$ cat src/rtl/cp0_exc_ctrl_pkg.sv
// Shared constants for the CP0 exception sequencer: register indices,
// ExcCode values, Status/Cause bit positions and FSM state encodings.
package cp0_exc_ctrl_pkg;

  // CP0 register indices
  localparam logic [4:0] CP0_BADVADDR = 5'd8;
  localparam logic [4:0] CP0_STATUS   = 5'd12;
  localparam logic [4:0] CP0_CAUSE    = 5'd13;
  localparam logic [4:0] CP0_EPC      = 5'd14;
  localparam logic [4:0] CP0_PRID     = 5'd15;

  // ExcCode values
  localparam logic [4:0] EXC_INT  = 5'd0;
  localparam logic [4:0] EXC_MOD  = 5'd1;
  localparam logic [4:0] EXC_TLBL = 5'd2;
  localparam logic [4:0] EXC_TLBS = 5'd3;
  localparam logic [4:0] EXC_ADEL = 5'd4;
  localparam logic [4:0] EXC_ADES = 5'd5;
  localparam logic [4:0] EXC_IBE  = 5'd6;
  localparam logic [4:0] EXC_DBE  = 5'd7;
  localparam logic [4:0] EXC_SYS  = 5'd8;
  localparam logic [4:0] EXC_BP   = 5'd9;
  localparam logic [4:0] EXC_RI   = 5'd10;
  localparam logic [4:0] EXC_CPU  = 5'd11;
  localparam logic [4:0] EXC_OV   = 5'd12;

  // Status / Cause bit positions
  localparam int unsigned STATUS_IEC = 0;
  localparam int unsigned STATUS_KUC = 1;
  localparam int unsigned STATUS_BEV = 22;
  localparam int unsigned CAUSE_BD   = 31;

  // Sequencer states
  localparam logic [1:0] ST_IDLE  = 2'd0;
  localparam logic [1:0] ST_FLUSH = 2'd1;
  localparam logic [1:0] ST_SAVE  = 2'd2;
  localparam logic [1:0] ST_REDIR = 2'd3;

  // Only address-error exceptions report a faulting address
  function automatic logic is_addr_exc(input logic [4:0] code);
    return (code == EXC_ADEL) || (code == EXC_ADES);
  endfunction

endpackage

$ cat src/rtl/cp0_exc_ctrl_int_sync.sv
// Multi-flop synchronizer bringing the asynchronous hardware interrupt
// lines into the core clock domain.
module cp0_int_sync #(
  parameter int unsigned DEPTH = 2
) (
  input  logic       clk_i,
  input  logic       nrst_i,
  input  logic [5:0] int_i,
  output logic [5:0] int_o
);

  logic [5:0] stage_q [DEPTH];

  // Shift chain of DEPTH flops, cleared by reset
  always_ff @(posedge clk_i or negedge nrst_i) begin
    if (!nrst_i) begin
      for (int unsigned i = 0; i < DEPTH; i++) stage_q[i] <= '0;
    end else begin
      stage_q[0] <= int_i;
      for (int unsigned i = 1; i < DEPTH; i++) stage_q[i] <= stage_q[i-1];
    end
  end

  assign int_o = stage_q[DEPTH-1];

endmodule

$ cat src/rtl/cp0_exc_ctrl.sv
// CP0 exception/interrupt sequencer: arbitrates exceptions against
// interrupts, runs flush -> save -> redirect, and serves MTC0/MFC0/RFE.
module cp0_exc_ctrl
  import cp0_exc_ctrl_pkg::*;
#(
  parameter logic [31:0] EXC_VECTOR = 32'h8000_0080,
  parameter logic [31:0] BEV_VECTOR = 32'hBFC0_0180,
  parameter logic [31:0] PRID_VALUE = 32'h0000_0100,
  parameter int unsigned INT_SYNC   = 2
) (
  input  logic        clk,
  input  logic        nrst,
  input  logic        exc_valid,
  input  logic [4:0]  exc_code,
  input  logic [31:0] exc_pc,
  input  logic        exc_bd,
  input  logic [31:0] exc_badva,
  input  logic [5:0]  int_hw,
  input  logic        rfe,
  input  logic        cp0_wen,
  input  logic [4:0]  cp0_addr,
  input  logic [31:0] cp0_wdata,
  output logic [31:0] cp0_rdata,
  output logic        stall,
  output logic        flush,
  output logic        redir_valid,
  output logic [31:0] redir_pc,
  input  logic        redir_ack,
  output logic        status_kuc,
  output logic        status_iec
);

  if (INT_SYNC < 2) begin : g_bad_sync
    $error("cp0_exc_ctrl: INT_SYNC must be at least 2");
  end

  logic [1:0]  state_q, state_d;
  logic [31:0] status_q, status_d;
  logic        cause_bd_q, cause_bd_d;
  logic [4:0]  cause_code_q, cause_code_d;
  logic [1:0]  cause_sw_q, cause_sw_d;
  logic [31:0] epc_q, epc_d;
  logic [31:0] badva_q, badva_d;
  logic [31:0] redir_pc_q, redir_pc_d;
  logic [4:0]  trig_code_q, trig_code_d;
  logic [31:0] trig_pc_q, trig_pc_d;
  logic        trig_bd_q, trig_bd_d;
  logic [31:0] trig_badva_q, trig_badva_d;

  logic [5:0]  ip_hw;
  logic [31:0] cause_rd;
  logic        int_pend;
  logic        trigger;

  cp0_int_sync #(
    .DEPTH (INT_SYNC)
  ) u_int_sync (
    .clk_i  (clk),
    .nrst_i (nrst),
    .int_i  (int_hw),
    .int_o  (ip_hw)
  );

  assign cause_rd = {cause_bd_q, 15'b0, ip_hw, cause_sw_q, 1'b0, cause_code_q, 2'b00};
  assign int_pend = status_q[STATUS_IEC] & (|(cause_rd[15:8] & status_q[15:8]));
  assign trigger  = exc_valid | int_pend;

  // Next-state: trigger capture in IDLE, register update in SAVE,
  // RFE/MTC0 only in IDLE when no trigger claims the cycle
  always_comb begin
    state_d      = state_q;
    status_d     = status_q;
    cause_bd_d   = cause_bd_q;
    cause_code_d = cause_code_q;
    cause_sw_d   = cause_sw_q;
    epc_d        = epc_q;
    badva_d      = badva_q;
    redir_pc_d   = redir_pc_q;
    trig_code_d  = trig_code_q;
    trig_pc_d    = trig_pc_q;
    trig_bd_d    = trig_bd_q;
    trig_badva_d = trig_badva_q;
    case (state_q)
      ST_IDLE: begin
        if (trigger) begin
          state_d      = ST_FLUSH;
          trig_code_d  = exc_valid ? exc_code : EXC_INT;
          trig_pc_d    = exc_pc;
          trig_bd_d    = exc_bd;
          trig_badva_d = exc_badva;
        end else begin
          if (rfe) status_d[5:0] = {status_q[5:4], status_q[5:2]};
          if (cp0_wen) begin
            case (cp0_addr)
              CP0_STATUS: status_d   = cp0_wdata;
              CP0_CAUSE:  cause_sw_d = cp0_wdata[9:8];
              CP0_EPC:    epc_d      = cp0_wdata;
              default:    ;
            endcase
          end
        end
      end
      ST_FLUSH: state_d = ST_SAVE;
      ST_SAVE: begin
        state_d      = ST_REDIR;
        epc_d        = trig_bd_q ? (trig_pc_q - 32'd4) : trig_pc_q;
        cause_bd_d   = trig_bd_q;
        cause_code_d = trig_code_q;
        if (is_addr_exc(trig_code_q)) badva_d = trig_badva_q;
        status_d[5:0] = {status_q[3:0], 2'b00};
        redir_pc_d   = status_q[STATUS_BEV] ? BEV_VECTOR : EXC_VECTOR;
      end
      ST_REDIR: if (redir_ack) state_d = ST_IDLE;
      default: state_d = ST_IDLE;
    endcase
  end

  // State and architectural registers
  always_ff @(posedge clk or negedge nrst) begin
    if (!nrst) begin
      state_q      <= ST_IDLE;
      status_q     <= 32'h0040_0000;
      cause_bd_q   <= 1'b0;
      cause_code_q <= '0;
      cause_sw_q   <= '0;
      epc_q        <= '0;
      badva_q      <= '0;
      redir_pc_q   <= '0;
      trig_code_q  <= '0;
      trig_pc_q    <= '0;
      trig_bd_q    <= 1'b0;
      trig_badva_q <= '0;
    end else begin
      state_q      <= state_d;
      status_q     <= status_d;
      cause_bd_q   <= cause_bd_d;
      cause_code_q <= cause_code_d;
      cause_sw_q   <= cause_sw_d;
      epc_q        <= epc_d;
      badva_q      <= badva_d;
      redir_pc_q   <= redir_pc_d;
      trig_code_q  <= trig_code_d;
      trig_pc_q    <= trig_pc_d;
      trig_bd_q    <= trig_bd_d;
      trig_badva_q <= trig_badva_d;
    end
  end

  // MFC0 read mux; unimplemented indices read as zero
  always_comb begin
    cp0_rdata = '0;
    case (cp0_addr)
      CP0_BADVADDR: cp0_rdata = badva_q;
      CP0_STATUS:   cp0_rdata = status_q;
      CP0_CAUSE:    cp0_rdata = cause_rd;
      CP0_EPC:      cp0_rdata = epc_q;
      CP0_PRID:     cp0_rdata = PRID_VALUE;
      default:      cp0_rdata = '0;
    endcase
  end

  assign stall       = (state_q != ST_IDLE);
  assign flush       = (state_q == ST_FLUSH);
  assign redir_valid = (state_q == ST_REDIR);
  assign redir_pc    = redir_pc_q;
  assign status_kuc  = status_q[STATUS_KUC];
  assign status_iec  = status_q[STATUS_IEC];

endmodule

$ cat config.mk
export PLATFORM = sky130hd
export DESIGN_NAME = cp0_exc_ctrl
export DESIGN_NICKNAME = d
export VERILOG_FILES = /design/src/rtl/cp0_exc_ctrl_pkg.sv /design/src/rtl/cp0_exc_ctrl_int_sync.sv /design/src/rtl/cp0_exc_ctrl.sv
export SDC_FILE = /design/constraint.sdc
export NUM_CORES = 1
export LEC_CHECK = 0
export CAP_MARGIN = 20
export CORE_MARGIN = 3
export CORE_UTILIZATION = 55
export DETAILED_ROUTE_END_ITERATION = 12
export PLACE_DENSITY = 0.91
export SETUP_SLACK_MARGIN = 0.5
export SLEW_MARGIN = 40
export SYNTH_ARGS = -nofsm -noshare
export SYNTH_HDL_FRONTEND = slang
export SYNTH_SLANG_ARGS = --single-unit
$ cat constraint.sdc
create_clock -name clk -period 6.68 [get_ports clk]
set_input_delay 1.336 -clock clk [delete_from_list [all_inputs] [get_ports clk]]
set_output_delay 1.336 -clock clk [all_outputs]
set_load 0.02 [all_outputs]
* Word-level counts from Yosys, hierarchy flattened
Index checks and enable logic that the tools add are counted.
Cells by class: equality and inequality tests 15, shifts and indexed selects 0, multiply operators 0, reductions and logical operators 12, add/sub/neg operators 1, bitwise logic cells 4, div/mod/pow operators 0, multiplexer cells 16, magnitude comparators 0
Operators with widths (count):
- case mux 32 bit (5 select lines) | 1
- two-way mux 32 bit | 4
- case mux 32 bit (2 select lines) | 1
- subtractor 32 x 3 -> 32 bit (second input constant) | 1
- two-way mux 30 bit | 1
- equality test 5 x 4 -> 1 bit (second input constant) | 5
- two-way mux 6 bit | 3
- case mux 6 bit (2 select lines) | 1
- AND reduction 4 bit | 3
- equality test 5 x 3 -> 1 bit (second input constant) | 2
- AND 8 bit | 1
- != test 2 bit (second input constant) | 4
- case mux 2 bit (4 select lines) | 1
- AND reduction 2 bit | 4
- OR reduction 8 bit | 1
- two-way mux 5 bit | 1
- equality test 2 bit (second input constant) | 2
- two-way mux 2 bit | 2
- two-way mux 4 bit | 1
- nonzero test 2 bit | 2
- equality test 2 x 1 -> 1 bit (second input constant) | 1
- zero test 2 bit | 1
- != test 2 x 1 -> 1 bit (second input constant) | 1
- AND 1 bit | 1
- 3 further kinds | 3
Word-level totals: memories 0, flip-flop bits (word level) 220, bits in writable memories 0, bits in read-only memories 0, word-level logic and storage cells 63, latch bits 0

* Depth between registers and ports, before layout
Gate-level depths: netlist (run 1).
depth in word-level cells 6, gate-level depth with buffers 9, depth with buffers taken out 7

* Hierarchy
A second synthesis (run 1) with hierarchy kept.
Second synthesis, totals: cells, all modules 780, area total of the unflattened synthesis 9137.5 sq um
By module, submodules not included:
- cp0_exc_ctrl | area an instance 8792.2 sq um, times used 1, cells an instance 762
- cp0_int_sync | area an instance 345.3 sq um, times used 1, cells an instance 18

* Least setup slack after synthesis (run 1)
OpenSTA, ideal clock, no wires.
kind input -> output, from input cp0_addr[4], to output cp0_rdata[16], slack 2744 ps, stages 5, buffers on the path 1, arrival 2600 ps, cells stage by stage nand3b_1 nor3_1 clkbuf_1 a222oi_1 inv_1
Between the ends: word-level cells in the longest chain between the ends 2, elaborated cells between the ends (all ways) 6, classes of those cells eq/ne (5); mux (1)
RTL lines:
- start, declared | RTL line cp0_exc_ctrl.sv:21 | input logic [4:0] cp0_addr,
- equality test 5 x 4 -> 1 bit | RTL line cp0_exc_ctrl.sv:152 | case (cp0_addr)
- case mux 32 bit (5 select lines) * | RTL line cp0_exc_ctrl.sv:152
- end, declared | RTL line cp0_exc_ctrl.sv:23 | output logic [31:0] cp0_rdata,
Every way passes the cells marked *; elsewhere a longest branch is shown, timed or not.

* Final worst setup path (run 1)
from input cp0_addr[2], to output cp0_rdata[15]
The elaborated chain is that of the path after synthesis.

==> results of run 1 <==
==> metal layers <==
metal	vias to the layer above	track usage
li1	2934	-
met1	3323	0.325
met2	330	0.452
met3	56	0.0623
met4	0	0.110
met5	-	0
==> final cells by class <==
| type | count | area share |
|---|---|---|
| Tap cell | 211 | 0.0233 |
| Inverter | 26 | 0.00863 |
| Clock buffer | 19 | 0.0383 |
| Clock inverter | 13 | 0.0144 |
| Multi-Input combinational cell | 468 | 0.337 |
| Sequential cell | 190 | 0.421 |
| Timing Repair Buffer | 180 | 0.158 |
==> critical path, delay by kind of cell <==
family	cells	cell delay (ns)
buf+inv	3	1.51
compound gates	1	0.16
simple gates	3	0.93
==> cells in the final DEF (no fill, tap or decap), drive strengths merged, types with 15 or more instances in the layout <==
cell type	n
a222oi	18
a22oi	26
clkbuf	20
clkdlybuf4s50	165
conb	21
dfrtp	189
inv	27
mux2	140
mux2i	15
nand2	59
nor2	23
o21ai	23
xor2	15
==> sequential cells by signal, summed over array words and instances, names as in the netlist, 5 cells and up <==
register,flops
cause_code_q,5
trig_code_q,5
badva_q,32
epc_q,32
status_q,32
trig_badva_q,32
u_int_sync.int_o,6
trig_pc_q,32
u_int_sync.stage_q,6
==> power breakdown <==
| part | leakage, nW | switching [mW] | internal, mW |
|---|---|---|---|
| clock | 0.284 | 0.447 | 0.591 |
| combinational | 2.37 | 0.726 | 0.768 |
| sequential | 2.34 | 0.391 | 1.64 |
| total | 5.00 | 1.56 | 3.00 |
==> cells by family after synthesis <==
group | Yosys count | share of synthesized area
simple gates | 143 | 0.0838
xor+xnor | 23 | 0.0226
mux | 155 | 0.193
buf+inv | 100 | 0.0559
flops | 190 | 0.533
fa+ha+maj | 6 | 0.00841
other cells | 1 | 0.000420
compound gates | 120 | 0.103
==> stage by stage <==
stage	cells	hold WS [ns]	instance area [sq um]	utilization	power, mW
after global placement	1074	0.331	10700	0.687	3.40
after detailed placement	1075	0.337	10700	0.689	3.50
after CTS	1107	0.352	11300	0.727	4.56
after floorplan	758	0.331	9000	-	2.98
after global routing	1107	0.357	11300	0.728	4.81
final	1107	0.351	11300	0.728	4.56
==> final timing paths <==
| kind | from | endpoint | depth (start not counted) |
|---|---|---|---|
| worst max-delay path | cp0_addr[2] | cp0_rdata[15] | 7 |
| worst min-delay path | u_int_sync.stage_q[6] | u_int_sync.int_o[0] | 0 |
| worst max register to register | state_q[0] | epc_q[4] | 8 |
| worst min register to register | u_int_sync.stage_q[6] | u_int_sync.int_o[0] | 0 |
| max in group asynchronous | nrst | cause_code_q[1] | 2 |
| min in group asynchronous | nrst | trig_badva_q[16] | 1 |
==> flow_summary_export.csv, run 1 <==
group,metric,value,unit
sta,finalCritPeriodShare,0.792,
cts,cts_resized,0,
hold_path,hold_class,"register to register",
sta,rsz0062_at_grt,"false",
cts,cts.reportedPaths.clkPinSlew,0.07,ns
logic_synthesis,synth-seq-cells,190,
routing,wire_per_inst,21.1,um
routing,drtIter0Drc,551,
logic_synthesis,synthTopCellsByCount,"189 x dfrtp_1, 140 x mux2_2, 59 x nand2_1",
critical_path,cp_max_fo,19,
outcome,outcome,"complete, no violations",
routing,ant_nets,0,
global_route,gr-usage-all-layers,0.265,
placed_design,routabilityCongestion,0.835,
logic_synthesis,ys_seq_area_frac,0.533,
routing,drc_errors,0,
sta,setup_ws,1.39,ns
logic_synthesis,synthArstFlopShare,1.00,
routing,viasPerCell,6.00,
routing,highest_layer,"met4",
sta,setup_viol,0,
critical_path,crit_type,"input port to output pin",
cts,cts-root-buf,"clkbuf_16",
global_route,grt_first_pass_wirelength,36400,um
die,io_pins,188,
job,drv_cap,0,
cts,cts_setup_buffers,0,
cts,htreeDepth,4,
sta,relSlewSlack,0.514,
global_route,grt_pass1_vias,6781,
die,die_y,133,um
layout,fin_nets,1008,
sta,min_period,5.29,ns
logic_synthesis,synthDistinctLibCells,62,
placed_design,port_buffers,166,
routing,first_pass_iters,5,
routing,met3WireLength,1670,um
die,fp.dieW,133,um
cts,cts_tree,"built",
logic_synthesis,ys_top_cells_by_area,"dfrtp_1 53%, mux2_2 18%, buf_4 2.6%, nand2_1 2.5%, a22oi_1 2.2%",
critical_path,crit_arrival,3.95,ns
logic_synthesis,syn_area,8930,sq um
die,start_util,0.575,
critical_path,max_stage_delay,0.60,ns
sta,finalHoldViolCount,0,
sta,max_freq,0.189,GHz
cts,clock_sinks,190,
logic_synthesis,syn_avg_cell_area,12.1,sq um
critical_path,critPathLaunchType,"input port",
routing,met1_length,9180,um
sta,finalClockSkew,0.00926,ns
die,row_count,45,
die,die_area,17800,sq um
critical_path,crit_top_cell,"clkdlybuf4s50_1",
critical_path,cp_data_required_time,5.34,ns
logic_synthesis,synth_most_common_cell,"dfrtp_1",
critical_path,path_cells,"clkdlybuf4s50_1, nand3b_1, nor2_2, buf_4, a22oi_1, nand2_1, clkdlybuf4s50_1",
layout,syn_to_final_growth,26.6,%
critical_path,reg2reg_slack,3.77,ns
sta,final-max-slew-violation-count,0,
global_route,antenna_found_initial,0,
sta,fin_setup_tns,0,ns
logic_synthesis,synth_edf_count,0,
power_and_ir_drop,ir_worst_vdd,0.000253,V
power_and_ir_drop,power_density,403,nW/um^2
logic_synthesis,synth_top_cell_area_share,0.530,
logic_synthesis,yosysTopAreaCell,"dfrtp_1",
die,core,15500,sq um
routing,vias,6643,
logic_synthesis,yosysWarnings,0,
layout,fill_cells,1073,
power_and_ir_drop,p_leak,5.00,nW
global_route,grt_max_degree,128,
layout,multi_input_area,3810,sq um
routing,wl,23400,um
placed_design,hpwlAfterDp,15800,um
layout,drive_gt1_frac,0.227,
routing,met2_length,11800,um
sta,tightest_slew,0.723,ns
logic_synthesis,synthCells,738,
logic_synthesis,ys.flop_type,"dfrtp_1",
global_route,gr-total-overflow,0,
layout,insertedDiodeCount,0,
cts,cts_buffer_depth,2,
cts,cts_hold_buf,0,
critical_path,cp-end-kind,"output pin",
layout,regArea,4760,sq um
cts,numCtsBuffers,17,
placed_design,post-place-ws,1.44,ns
critical_path,critPathSlowestCell,"nor2_2",
cts,clock_latency,0.44,ns
No activity file was read; power rests on OpenSTA's default activity.
==> run 2, diff against run 1 <==
CORE_UTILIZATION = 51   (was 55)
PLACE_DENSITY = 0.86   (was 0.91)
clock period = 5.35 ns   (was 6.68 ns; I/O delays follow)
==> run 2 against run 1 <==
Core utilization decreased by 6.0 points. Clock skew about the same. Final cell count increased by 0.63%. Die area increased by 7.5%. Sequential share of layout area increased by 0.14 points. Total power increased by 22%. Critical endpoint unchanged. Largest cell class unchanged.
==> flow_summary_export.csv, run 2 (synthesis results as in run 1) <==
group,metric,value,unit
die,die_area,19100,sq um
cts,clock_sinks,190,
sta,relSlewSlack,0.491,
power_and_ir_drop,p_leak,4.98,nW
sta,tightest_slew,0.760,ns
sta,final-max-slew-violation-count,0,
die,start_util,0.529,
layout,drive_gt1_frac,0.227,
placed_design,port_buffers,166,
job,drv_cap,0,
die,core,16900,sq um
sta,max_freq,0.230,GHz
die,row_count,47,
critical_path,crit_arrival,3.28,ns
critical_path,critPathSlowestCell,"clkdlybuf4s50_1",
global_route,gr-usage-all-layers,0.235,
routing,viasPerCell,5.81,
sta,finalHoldViolCount,0,
global_route,grt_pass1_vias,6807,
global_route,grt_use_met1,0.304,
cts,clock_latency,0.43,ns
sta,fin_setup_tns,0,ns
global_route,grtUsageMet3,0.0577,
die,fp.dieW,138,um
hold_path,hold_class,"register to register",
critical_path,crit_type,"input port to output pin",
critical_path,critPathLaunchType,"input port",
placed_design,hpwlAfterDp,15300,um
layout,syn_to_final_growth,26.2,%
global_route,use_met2,0.391,
die,io_pins,188,
routing,vias,6472,
layout,insertedDiodeCount,0,
outcome,outcome,"complete, no violations",
global_route,grt_max_degree,95,
sta,min_period,4.35,ns
critical_path,max_stage_delay,0.64,ns
critical_path,cp-end-kind,"output pin",
die,die_y,138,um
global_route,gr-total-overflow,0,
layout,utilization,0.668,
critical_path,cp_data_required_time,4.28,ns
layout,final_common_cell,"dfrtp_1",
routing,wire_per_inst,19.8,um
global_route,grt_busiest_layer,"met2",
routing,wl,22100,um
power_and_ir_drop,ir_worst_vdd,0.000267,V
cts,cts_resized,0,
cts,cts-root-buf,"clkbuf_16",
routing,first_pass_iters,7,
sta,setup_viol,0,
cts,cts.reportedPaths.clkPinSlew,0.07,ns
routing,ant_nets,0,
critical_path,crit_top_cell,"clkdlybuf4s50_1",
critical_path,cp_max_fo,31,
layout,layout.cells.most_common_list,"189 x dfrtp_1, 165 x clkdlybuf4s50_1, 140 x mux2_2, 59 x nand2_1, 26 x a22oi_1",
cts,cts_tree,"built",
cts,numCtsBuffers,17,
layout,fin_nets,1006,
cts,cts_hold_buf,0,
routing,drtIter0Drc,432,
critical_path,path_cells,"clkdlybuf4s50_1, nand2b_1, nor2_2, buf_4, a22oi_1, nand2_1, clkdlybuf4s50_1",
power_and_ir_drop,power_density,492,nW/um^2
routing,drc_errors,0,
cts,htreeDepth,4,
global_route,grt_first_pass_wirelength,35800,um
global_route,antenna_found_initial,1,
sta,rsz0062_at_grt,"false",
cts,cts_buffer_depth,2,
placed_design,routabilityCongestion,0.848,
sta,finalClockSkew,0.00944,ns
sta,finalCritPeriodShare,0.813,
cts,cts_setup_buffers,0,
-- run 2: cell type report --
type | instances | area (sq um)
flip-flops and latches | 190 | 4760
inverters | 26 | 97.6
fillers | 1263 | 5610
well taps | 220 | 275
clock buffers | 18 | 429
clock inverters | 14 | 130
repair buffers | 178 | 1770
multi-input cells | 468 | 3820
-- run 2: per-stage QoR --
step / power, mW / hold WS (ns) / instances / setup slack, ns / cell area, sq um
floorplan: 3.73 / 0.331 / 758 / 1.95 / 9000
global placement: 4.25 / 0.332 / 1082 / 1.10 / 10700
detailed placement: 4.36 / 0.335 / 1082 / 1.02 / 10700
CTS: 5.57 / 0.351 / 1114 / 0.994 / 11300
global route: 5.89 / 0.353 / 1114 / 0.884 / 11300
finish: 5.54 / 0.351 / 1114 / 1.00 / 11300
-- run 2: final timing paths --
kind                                         from  slack [ns]  cells past startpoint                  end
min                        u_int_sync.stage_q[10]        0.35                      0  u_int_sync.int_o[4]
max reg2reg                            state_q[0]        2.56                      8            epc_q[16]
min reg2reg                u_int_sync.stage_q[10]        0.35                      0  u_int_sync.int_o[4]
min in group asynchronous                    nrst        0.69                      1         status_q[17]
max in group asynchronous                    nrst        3.51                      2         trig_pc_q[5]
max                                   cp0_addr[1]         1.0                      7        cp0_rdata[15]
-- run 2: metal layers --
| metal | up-vias | wire, um |
|---|---|---|
| met5 | - | 8 |
| met4 | 2 | 414 |
| met3 | 29 | 1370 |
| met2 | 257 | 10800 |
| met1 | 3254 | 9430 |
| li1 | 2930 | - |
-- run 2: critical path, delay by kind of cell --
kind | cells | cell delay (ns)
AND/OR/NAND/NOR | 3 | 0.39
AO/OA/AOI/OAI | 1 | 0.18
buffers and inverters | 3 | 1.63
-- run 2: report_power, final --
part | switching, mW | internal (mW)
Sequential | 0.464 | 2.04
Clock | 0.584 | 0.613
Combinational | 0.884 | 0.956
Total | 1.93 | 3.61
==> run 3, diff against run 2 <==
clock period = 4.25 ns   (was 5.35 ns; I/O delays follow)
==> run 3 against run 2 <==
Total power grew 30%. Clock skew shrank 0.00087 ns. First-iteration DRC count grew 7.4%. Global-route usage grew 0.30 points. Cell area grew 2.5%. Sequential power grew 25%. Clock-buffer cell count shrank 1. Sequential share of layout area shrank 1.0 points. Highest routed layer unchanged.
==> flow_summary_export.csv, run 3 (synthesis results as in run 1) <==
group,metric,value,unit
sta,finalHoldViolCount,0,
layout,fin_nets,1015,
layout,final_common_cell,"dfrtp_1",
routing,viasPerCell,5.79,
routing,ant_nets,0,
job,drv_cap,0,
power_and_ir_drop,p_leak,5.63,nW
layout,layout.cells.most_common_list,"189 x dfrtp_1, 140 x mux2_2, 133 x clkdlybuf4s50_1, 58 x nand2_1, 30 x dlymetal6s2s_1",
cts,cts-root-buf,"clkbuf_16",
sta,fin_setup_tns,0,ns
sta,relSlewSlack,0.516,
layout,fill_cells,1230,
die,start_util,0.529,
routing,wl,23100,um
sta,rsz0062_at_grt,"true",
sta,min_period,3.82,ns
cts,cts_hold_buf,0,
power_and_ir_drop,finalPower,7.20,mW
hold_path,hold_class,"register to register",
layout,drive_gt1_frac,0.236,
cts,clock_latency,0.43,ns
critical_path,crit_top_cell,"clkdlybuf4s50_1",
placed_design,routabilityCongestion,0.794,
cts,cts.reportedPaths.clkPinSlew,0.07,ns
routing,drtIter0Drc,464,
power_and_ir_drop,power_density,623,nW/um^2
routing,vias,6506,
outcome,outcome,"complete, no violations",
cts,clock_sinks,190,
cts,htreeDepth,4,
sta,finalCritPeriodShare,0.899,
routing,drc_errors,0,
critical_path,cp-end-kind,"output pin",
global_route,grt_pass1_vias,6690,
critical_path,path_cells,"clkdlybuf4s50_1, nand2b_1, nor4_4, bufbuf_16, a222oi_1, inv_1, clkdlybuf4s50_1",
global_route,gr-total-overflow,0,
die,core,16900,sq um
critical_path,critical-path-top-delay-family,"buffers and inverters",
layout,syn_to_final_growth,29.4,%
die,fp.dieW,138,um
sta,max_freq,0.262,GHz
critical_path,critical_path_buf_inv_count,4,
cts,cts_buffer_depth,2,
placed_design,port_buffers,166,
routing,first_pass_iters,7,
critical_path,crit_type,"input port to output pin",
placed_design,hpwlAfterDp,15200,um
die,die_area,19100,sq um
critical_path,critPathSlowestCell,"clkdlybuf4s50_1",
die,io_pins,188,
critical_path,crit_arrival,2.97,ns
sta,setup_viol,0,
global_route,gr-usage-all-layers,0.238,
sta,final-max-slew-violation-count,0,
global_route,grt_max_degree,121,
layout,design_area,11600,sq um
cts,numCtsBuffers,17,
routing,wire_per_inst,20.6,um
critical_path,cp_data_required_time,3.40,ns
die,die_y,138,um
critical_path,cp_max_fo,16,
global_route,antenna_found_initial,1,
critical_path,critPathLaunchType,"input port",
sta,tightest_slew,0.726,ns
global_route,grt_first_pass_wirelength,36300,um
layout,utilization,0.685,
critical_path,max_stage_delay,0.59,ns
placed_design,placed_area,10700,sq um
layout,insertedDiodeCount,0,
die,row_count,47,
sta,finalClockSkew,0.00857,ns
cts,cts_tree,"built",
power_and_ir_drop,ir_worst_vdd,0.000363,V
[run 3: path summary, 6_finish.rpt]
path / startpoint / endpoint / slack, ns / depth (start not counted)
min reg2reg: u_int_sync.stage_q[8] / u_int_sync.int_o[2] / 0.35 / 0
max in group asynchronous: nrst / epc_q[8] / 3.02 / 2
min: u_int_sync.stage_q[8] / u_int_sync.int_o[2] / 0.35 / 0
max: cp0_addr[4] / cp0_rdata[24] / 0.43 / 7
max reg2reg: state_q[1] / cause_sw_q[1] / 1.42 / 6
min in group asynchronous: nrst / trig_badva_q[17] / 0.37 / 1
[run 3: layout make-up]
cell class	count	area [sq um]	share of cell area
multi-input cells	468	3820	0.331
well taps	220	275	0.0238
clock inverters	15	211	0.0183
inverters	26	97.6	0.00844
repair buffers	187	1970	0.171
flip-flops and latches	190	4760	0.411
clock buffers	17	425	0.0368
[run 3: power by group]
group / total, mW / switching [mW] / internal (mW)
Clock: 1.72 / 0.724 / 0.997
Combinational: 2.33 / 1.12 / 1.21
Sequential: 3.15 / 0.579 / 2.57
[run 3: metal layers]
layer  wire length [um]  GRT usage
met3               1440     0.0597
met5                  7          0
met1               9910      0.315
met4                335     0.0588
met2              11400      0.397
[run 3: per-stage QoR]
step / cells / hold slack (ns) / setup WS, ns
floorplan: 758 / 0.331 / 1.25
global placement: 1085 / 0.331 / 0.422
detailed placement: 1085 / 0.335 / 0.389
CTS: 1120 / 0.351 / 0.509
global route: 1123 / 0.355 / 0.340
finish: 1123 / 0.349 / 0.428
[run 3: what timing repair did]
item / in CTS / in global routing
pin swaps: 2 / 1
resized for setup: 4 / 34
endpoints found under the setup margin: 32 / 31
cloned: 0 / 1
setup buffers: 3 / 2
